==> src/rtl/id_ex_stage.sv <==
// Purpose : ID/EX pipeline register. Decodes opcode/funct into a 3-bit ALU op and holds the operands,
//           with EX/MEM and MEM/WB forwarding applied combinationally on the held entry.
// Latency : 1 cycle from an id_valid&&id_ready transfer to ex_valid. Backpressure: one-entry buffer,
//           id_ready = !ex_valid || ex_ready; while stalled, the entry holds and forwarding still updates.
//
// Ports:
//   clk, rst                  clock, asynchronous active-high reset
//   flush                     drops the held entry and any same-cycle capture
//   id_valid / id_ready       handshake toward decode
//   id_pc .. id_imm           instruction fields and operand data from decode/regfile
//   exm_* / mwb_*             writeback sources for forwarding
//   ex_valid / ex_ready       handshake toward execute
//   alu_a, alu_b, alu_op      ALU operands and operation
//   ex_rd, ex_wb_en           destination and write enable
//   ex_illegal                instruction is not supported by this ALU
module id_ex_stage #(
    parameter int XLEN   = 32,
    parameter bit FWD_EN = 1'b1
) (
    input  logic            clk,
    input  logic            rst,
    input  logic            flush,
    input  logic            id_valid,
    output logic            id_ready,
    input  logic [XLEN-1:0] id_pc,
    input  logic [6:0]      id_opcode,
    input  logic [2:0]      id_funct3,
    input  logic            id_funct7_5,
    input  logic [4:0]      id_rs1,
    input  logic [4:0]      id_rs2,
    input  logic [4:0]      id_rd,
    input  logic [XLEN-1:0] id_rs1_data,
    input  logic [XLEN-1:0] id_rs2_data,
    input  logic [XLEN-1:0] id_imm,
    input  logic            exm_wen,
    input  logic [4:0]      exm_rd,
    input  logic [XLEN-1:0] exm_data,
    input  logic            mwb_wen,
    input  logic [4:0]      mwb_rd,
    input  logic [XLEN-1:0] mwb_data,
    output logic            ex_valid,
    input  logic            ex_ready,
    output logic [XLEN-1:0] alu_a,
    output logic [XLEN-1:0] alu_b,
    output logic [2:0]      alu_op,
    output logic [4:0]      ex_rd,
    output logic            ex_wb_en,
    output logic            ex_illegal
);

    localparam logic [2:0] OP_ADD = 3'b000;
    localparam logic [2:0] OP_SUB = 3'b001;
    localparam logic [2:0] OP_AND = 3'b010;
    localparam logic [2:0] OP_OR  = 3'b011;
    localparam logic [2:0] OP_XOR = 3'b100;
    localparam logic [2:0] OP_SLT = 3'b101;
    localparam logic [2:0] OP_SLL = 3'b110;
    localparam logic [2:0] OP_SRL = 3'b111;

    localparam logic [6:0] OPC_OP     = 7'b0110011;
    localparam logic [6:0] OPC_OP_IMM = 7'b0010011;
    localparam logic [6:0] OPC_LUI    = 7'b0110111;
    localparam logic [6:0] OPC_AUIPC  = 7'b0010111;

    // ---------------- decode ----------------
    logic [2:0]      dec_op;
    logic            dec_ill;
    logic [XLEN-1:0] dec_a;
    logic [XLEN-1:0] dec_b;
    logic            dec_fwd_a;
    logic            dec_fwd_b;
    logic [2:0]      f3_op;

    // funct3 -> ALU op, shared by OP and OP-IMM; f3=011 is rejected separately.
    always_comb begin
        f3_op = OP_ADD;
        case (id_funct3)
            3'b000:  f3_op = OP_ADD;
            3'b111:  f3_op = OP_AND;
            3'b110:  f3_op = OP_OR;
            3'b100:  f3_op = OP_XOR;
            3'b010:  f3_op = OP_SLT;
            3'b001:  f3_op = OP_SLL;
            3'b101:  f3_op = OP_SRL;
            default: f3_op = OP_ADD;
        endcase
    end

    always_comb begin
        dec_op    = OP_ADD;
        dec_ill   = 1'b0;
        dec_a     = id_rs1_data;
        dec_b     = id_rs2_data;
        dec_fwd_a = 1'b0;
        dec_fwd_b = 1'b0;
        case (id_opcode)
            OPC_OP: begin
                dec_fwd_a = 1'b1;
                dec_fwd_b = 1'b1;
                if (id_funct3 == 3'b011) begin
                    dec_ill = 1'b1;
                end else if (id_funct3 == 3'b000) begin
                    dec_op = id_funct7_5 ? OP_SUB : OP_ADD;
                end else begin
                    // instr[30] is only meaningful for SUB; anything else (incl. SRA) is unsupported
                    dec_op  = f3_op;
                    dec_ill = id_funct7_5;
                end
            end
            OPC_OP_IMM: begin
                dec_fwd_a = 1'b1;
                dec_b     = id_imm;
                dec_op    = f3_op;
                // instr[30] is an immediate bit except for the shift-right encodings (SRAI)
                if (id_funct3 == 3'b011 || (id_funct3 == 3'b101 && id_funct7_5)) begin
                    dec_ill = 1'b1;
                end
            end
            OPC_LUI: begin
                dec_a = '0;
                dec_b = id_imm;
            end
            OPC_AUIPC: begin
                dec_a = id_pc;
                dec_b = id_imm;
            end
            default: dec_ill = 1'b1;
        endcase
        if (dec_ill) begin
            dec_op = OP_ADD;
        end
    end

    // ---------------- one-entry buffer ----------------
    logic            valid_q;
    logic [2:0]      op_q;
    logic [XLEN-1:0] a_q;
    logic [XLEN-1:0] b_q;
    logic            fwd_a_q;
    logic            fwd_b_q;
    logic [4:0]      rs1_q;
    logic [4:0]      rs2_q;
    logic [4:0]      rd_q;
    logic            wb_q;
    logic            ill_q;

    assign id_ready = !valid_q || ex_ready;

    always_ff @(posedge clk or posedge rst) begin
        if (rst) begin
            valid_q <= 1'b0;
            op_q    <= '0;
            a_q     <= '0;
            b_q     <= '0;
            fwd_a_q <= 1'b0;
            fwd_b_q <= 1'b0;
            rs1_q   <= '0;
            rs2_q   <= '0;
            rd_q    <= '0;
            wb_q    <= 1'b0;
            ill_q   <= 1'b0;
        end else if (flush) begin
            valid_q <= 1'b0;
        end else if (id_valid && id_ready) begin
            valid_q <= 1'b1;
            op_q    <= dec_op;
            a_q     <= dec_a;
            b_q     <= dec_b;
            fwd_a_q <= dec_fwd_a;
            fwd_b_q <= dec_fwd_b;
            rs1_q   <= id_rs1;
            rs2_q   <= id_rs2;
            rd_q    <= id_rd;
            wb_q    <= !dec_ill && (id_rd != 5'd0);
            ill_q   <= dec_ill;
        end else if (ex_ready) begin
            valid_q <= 1'b0;
        end
    end

    // ---------------- forwarding on the held entry ----------------
    // Evaluated from the registered source indices so a stalled entry picks up
    // results that retire while it waits. EX/MEM is younger and takes priority.
    function automatic logic [XLEN-1:0] fwd_sel(input logic [4:0] rs, input logic [XLEN-1:0] dflt,
                                                input logic e_wen, input logic [4:0] e_rd,
                                                input logic [XLEN-1:0] e_dat, input logic m_wen,
                                                input logic [4:0] m_rd, input logic [XLEN-1:0] m_dat);
        if (e_wen && e_rd == rs && rs != 5'd0) begin
            return e_dat;
        end else if (m_wen && m_rd == rs && rs != 5'd0) begin
            return m_dat;
        end
        return dflt;
    endfunction

    always_comb begin
        alu_a = a_q;
        alu_b = b_q;
        if (FWD_EN && fwd_a_q) begin
            alu_a = fwd_sel(rs1_q, a_q, exm_wen, exm_rd, exm_data, mwb_wen, mwb_rd, mwb_data);
        end
        if (FWD_EN && fwd_b_q) begin
            alu_b = fwd_sel(rs2_q, b_q, exm_wen, exm_rd, exm_data, mwb_wen, mwb_rd, mwb_data);
        end
    end

    assign ex_valid   = valid_q;
    assign alu_op     = op_q;
    assign ex_rd      = rd_q;
    assign ex_wb_en   = wb_q;
    assign ex_illegal = ill_q;

endmodule
==> config.mk <==
export PLATFORM = sky130hd
export DESIGN_NAME = id_ex_stage
export DESIGN_NICKNAME = d
export VERILOG_FILES = /design/src/rtl/id_ex_stage.sv
export SDC_FILE = /design/constraint.sdc
export NUM_CORES = 1
export LEC_CHECK = 0
export CORE_UTILIZATION = 35
export DETAILED_ROUTE_END_ITERATION = 12
export GPL_TIMING_DRIVEN = 0
export PLACE_DENSITY = 0.72
export SKIP_LAST_GASP = 1
export SLEW_MARGIN = 25
export SYNTH_ARGS = -nofsm -noshare
export SYNTH_HDL_FRONTEND = slang
export SYNTH_SLANG_ARGS = --single-unit
==> constraint.sdc <==
create_clock -name clk -period 2.9 [get_ports clk]
set_clock_uncertainty 0.15 [all_clocks]
set_input_delay 0.58 -clock clk [delete_from_list [all_inputs] [get_ports clk]]
set_output_delay 0.58 -clock clk [all_outputs]
set_load 0.02 [all_outputs]
==> flow_summary.yaml <==
grt:
  antenna_found_initial: 0
  gr-total-overflow: 0
  grt_max_degree: 31
  grt_usage_pct: 28.3
  grt_first_pass_wirelength_um: 38900
  first_global_vias: 6849
critical_path:
  path_class: "flip-flop to primary output"
  start_kind: "flip-flop"
  r2r_start: "ex_valid"
  rrSetupSlack_ns: 0.34
  critPathLaunch: "rs2_q[0]"
  crit_path_end_kind: "primary output"
  cpPeakStageDelay_ns: 0.55
  path_buf_inv: 4
  reg2reg_depth: 7
  worst-path-stages: 9
  cp.arrival_ns: 2.64
  path_cells: "or4_4 > nor2_4 > nor4_4 > buf_4 > o21a_4 > buf_12 > bufbuf_16 > o221ai_2 > buf_4"
  r2r-end: "fwd_b_q"
  crit_family: "simple AND/OR/NAND/NOR gates"
  cpMostUsedCell: "buf_4"
  cp-endpoint: "alu_b[9]"
  slowest_stage: "or4_4"
  crit_fanout: 6
  cp.required_ns: 2.17
synthesis:
  synth_top_area_share_pct: 35.4
  synthTopCellsByArea: "dfrtp_1 (35%), a2bb2oi_2 (7.3%), o221ai_2 (7.1%), nand2_1 (7.0%), o21ai_0 (5.4%)"
  synth_seq_area_share_pct: 35.4
  yosys.cell_types.count: 47
  synth_common_cells: "nand2_1 (115), dfrtp_1 (87), o21ai_0 (66)"
  synth.net_count: 928
  synth_area_mm2: 0.00615
  yosysMostFrequentCell: "nand2_1"
  async_flop_share_pct: 100
  synth-seq-cells: 87
  synthesis.area_per_instance_um2: 8.88
  yosys_warnings: 0
  ys.flop_type: "dfrtp_1"
  synth-edff-count: 0
  yosysTopAreaCell: "dfrtp_1"
  postSynthCellCount: 693
layout:
  postLayoutCellArea_mm2: 0.0111
  area_growth_pct: 79.9
  instances_no_fill: 1293
  drive_above_1_share_pct: 25.4
  final_net_count: 1298
  fin_util_pct: 64.2
  antenna_cells: 0
pwr:
  ir_drop_mv: 0.267
  power.net_switching_w: 0.00147
  pwr-share-comb_pct: 39.2
  p_int_w: 0.00304
  switching_share_pct: 32.6
  finalPower_w: 0.00451
  power_frac_clock_pct: 27.2
  seqPwrFrac_pct: 33.6
  power_density_mw_per_mm2: 407
  leakagePower_nw: 4.22
sta:
  slew_headroom_pct: 46.0
  finalSetupViolations: 64
  fin_crit_sh_pct: 116
  fmax_mhz: 297
  maxSlewViolCount: 0
  worstMarginPinSlew_ns: 0.810
  fin_setup_tns_ns: -22.28
  post-route-min-period_ns: 3.37
  setup_ws_ns: -0.467
  grt_setup_unrepaired: "yes"
  final_hold_viol_count: 0
clock_network:
  clkSinkCount: 87
  insertion_delay_ns: 0.35
  cts_buffers: 9
  cts_buffer_depth: 2
  cts_max_level: 3
  cts-root-buf: "clkbuf_16"
  cts_tree: "yes"
  cts_hold_buffers: 0
  cts.reportedPaths.clkPinSlew_ns: 0.07
placement:
  portBuffers: 309
  hpwlAfterDp_um: 19700
  gp_congestion: 0.869
  placed_cell_area_mm2: 0.00959
  dp_cells: 1230
detailed_routing:
  first_pass_iters: 5
  drt_iter0_markers: 367
  wl_met3_um: 1570
  route.detailed.drc: 0
  drt-met1-wl_um: 11000
  vias: 6867
  via_per_inst: 5.31
  detail-route-antenna-nets: 0
  routed_wl_um: 26100
  wire_per_inst_um: 20.2
  route.top_layer_used: "met4"
  dr_wl_met2_um: 12800
status:
  violations: "setup timing"
  run_status: "finished with violations"
die:
  die_area_mm2: 0.0181
  die_y_um: 135
  ios: 311
  die_w_um: 135
  core_mm2: 0.0172
  fp-row-count: 48
  start_util_pct: 35.7
hold_path:
  holdCritPathClass: "input pin to async pin"
flow_run:
  max_cap_viol_count: 0
## stage by stage
step           setup slack (ns)  hold WS, ns
2_1_floorplan             0.207        0.300
3_3_place_gp              -1.12        0.311
3_5_place_dp              -1.21        0.314
4_1_cts                  -0.488        0.327
5_1_grt                  -0.548        0.330
6_report                 -0.467        0.331
## layout by cell type, fill, tap and decap left out, drive strengths merged, types with 2 or more instances in the layout
cell type | netlist | final
a21oi | 2 | 2
o221ai | 31 | 31
xnor2 | 13 | 13
nand3 | 33 | 33
a2bb2oi | 32 | 32
xor2 | 8 | 8
nand4 | 3 | 3
clkinv | 0 | 3
a22o | 4 | 4
a21boi | 2 | 2
dlygate4sd2 | 0 | 6
o22ai | 32 | 32
bufbuf | 0 | 2
nor3 | 2 | 2
nor2b | 2 | 2
or4 | 3 | 3
clkdlybuf4s50 | 0 | 234
clkbuf | 48 | 56
mux2i | 32 | 32
nor4 | 3 | 3
nor3b | 2 | 2
a31oi | 33 | 33
o21ai | 68 | 68
buf | 17 | 134
nand3b | 33 | 33
inv | 36 | 37
or3 | 2 | 2
nor2 | 41 | 41
nand2 | 115 | 115
dfrtp | 87 | 87
## routing by layer
metal / up-vias / GRT usage [%]
li1: 3255 / -
met1: 3272 / 36.2
met2: 290 / 48.2
met3: 50 / 4.95
met4: 0 / 9.05
met5: - / 0
## cell type report
class / count / area [µm²]
Fill cell: 1442 / 6170
Multi-Input combinational cell: 505 / 4040
Timing Repair Buffer: 361 / 3720
Sequential cell: 87 / 2180
Buffer: 63 / 410
Tap cell: 225 / 282
Clock buffer: 10 / 239
Inverter: 36 / 139
Clock inverter: 6 / 66.3
## registers in the layout (all words and copies together) (netlist names), 3 cells and up
signal	cells
a_q	32
b_q	32
ex_rd	5
rs1_q	5
rs2_q	5
alu_op	3
## power by group through the flow
| stage | clock, W | combinational, W | sequential [W] |
|---|---|---|---|
| floorplan | 0 | 0.000764 | 0.00151 |
| global placement | 0 | 0.00155 | 0.00153 |
| detailed placement | 0 | 0.00157 | 0.00154 |
| CTS | 0.00124 | 0.00169 | 0.00151 |
| global route | 0.00130 | 0.00187 | 0.00153 |
| finish | 0.00123 | 0.00176 | 0.00152 |
## worst reg2reg max path, cell delays in order, from the launching register on
cell and delay (ns):
dfrtp_1 0.35, nor2b_1 0.25, inv_2 0.06, nand3b_1 0.40
clkbuf_1 0.55, clkbuf_2 0.42, nand2_1 0.13, o31ai_1 0.13
## how the worst min path moves through the flow
stage / slack, ns / startpoint / endpoint
2_1_floorplan: 0.30 / b_q[0] / b_q[0]
3_3_place_gp: 0.31 / ex_rd[4] / ex_rd[4]
3_5_place_dp: 0.31 / ex_rd[4] / ex_rd[4]
4_1_cts: 0.33 / rst / b_q[4]
5_1_grt: 0.33 / rst / b_q[4]
6_report: 0.33 / rst / b_q[4]
## logic make-up after synthesis
kind of cell,share of synthesized area [%]
AO/OA/AOI/OAI,29.4
XOR/XNOR,2.99
buffers and inverters,7.75
flip-flops,35.4
multiplexers,5.21
AND/OR/NAND/NOR,19.2
## timing repair
| item | in CTS | in global routing |
|---|---|---|
| cloned | 8 | 1 |
| endpoints found under the setup margin | 70 | 65 |
| gates resized for setup | 470 | 54 |
| endpoints found under the hold margin | 0 | 0 |
| setup buffers | 38 | 7 |
| pin swaps | 67 | 23 |
(Power assumes the default switching activity.)
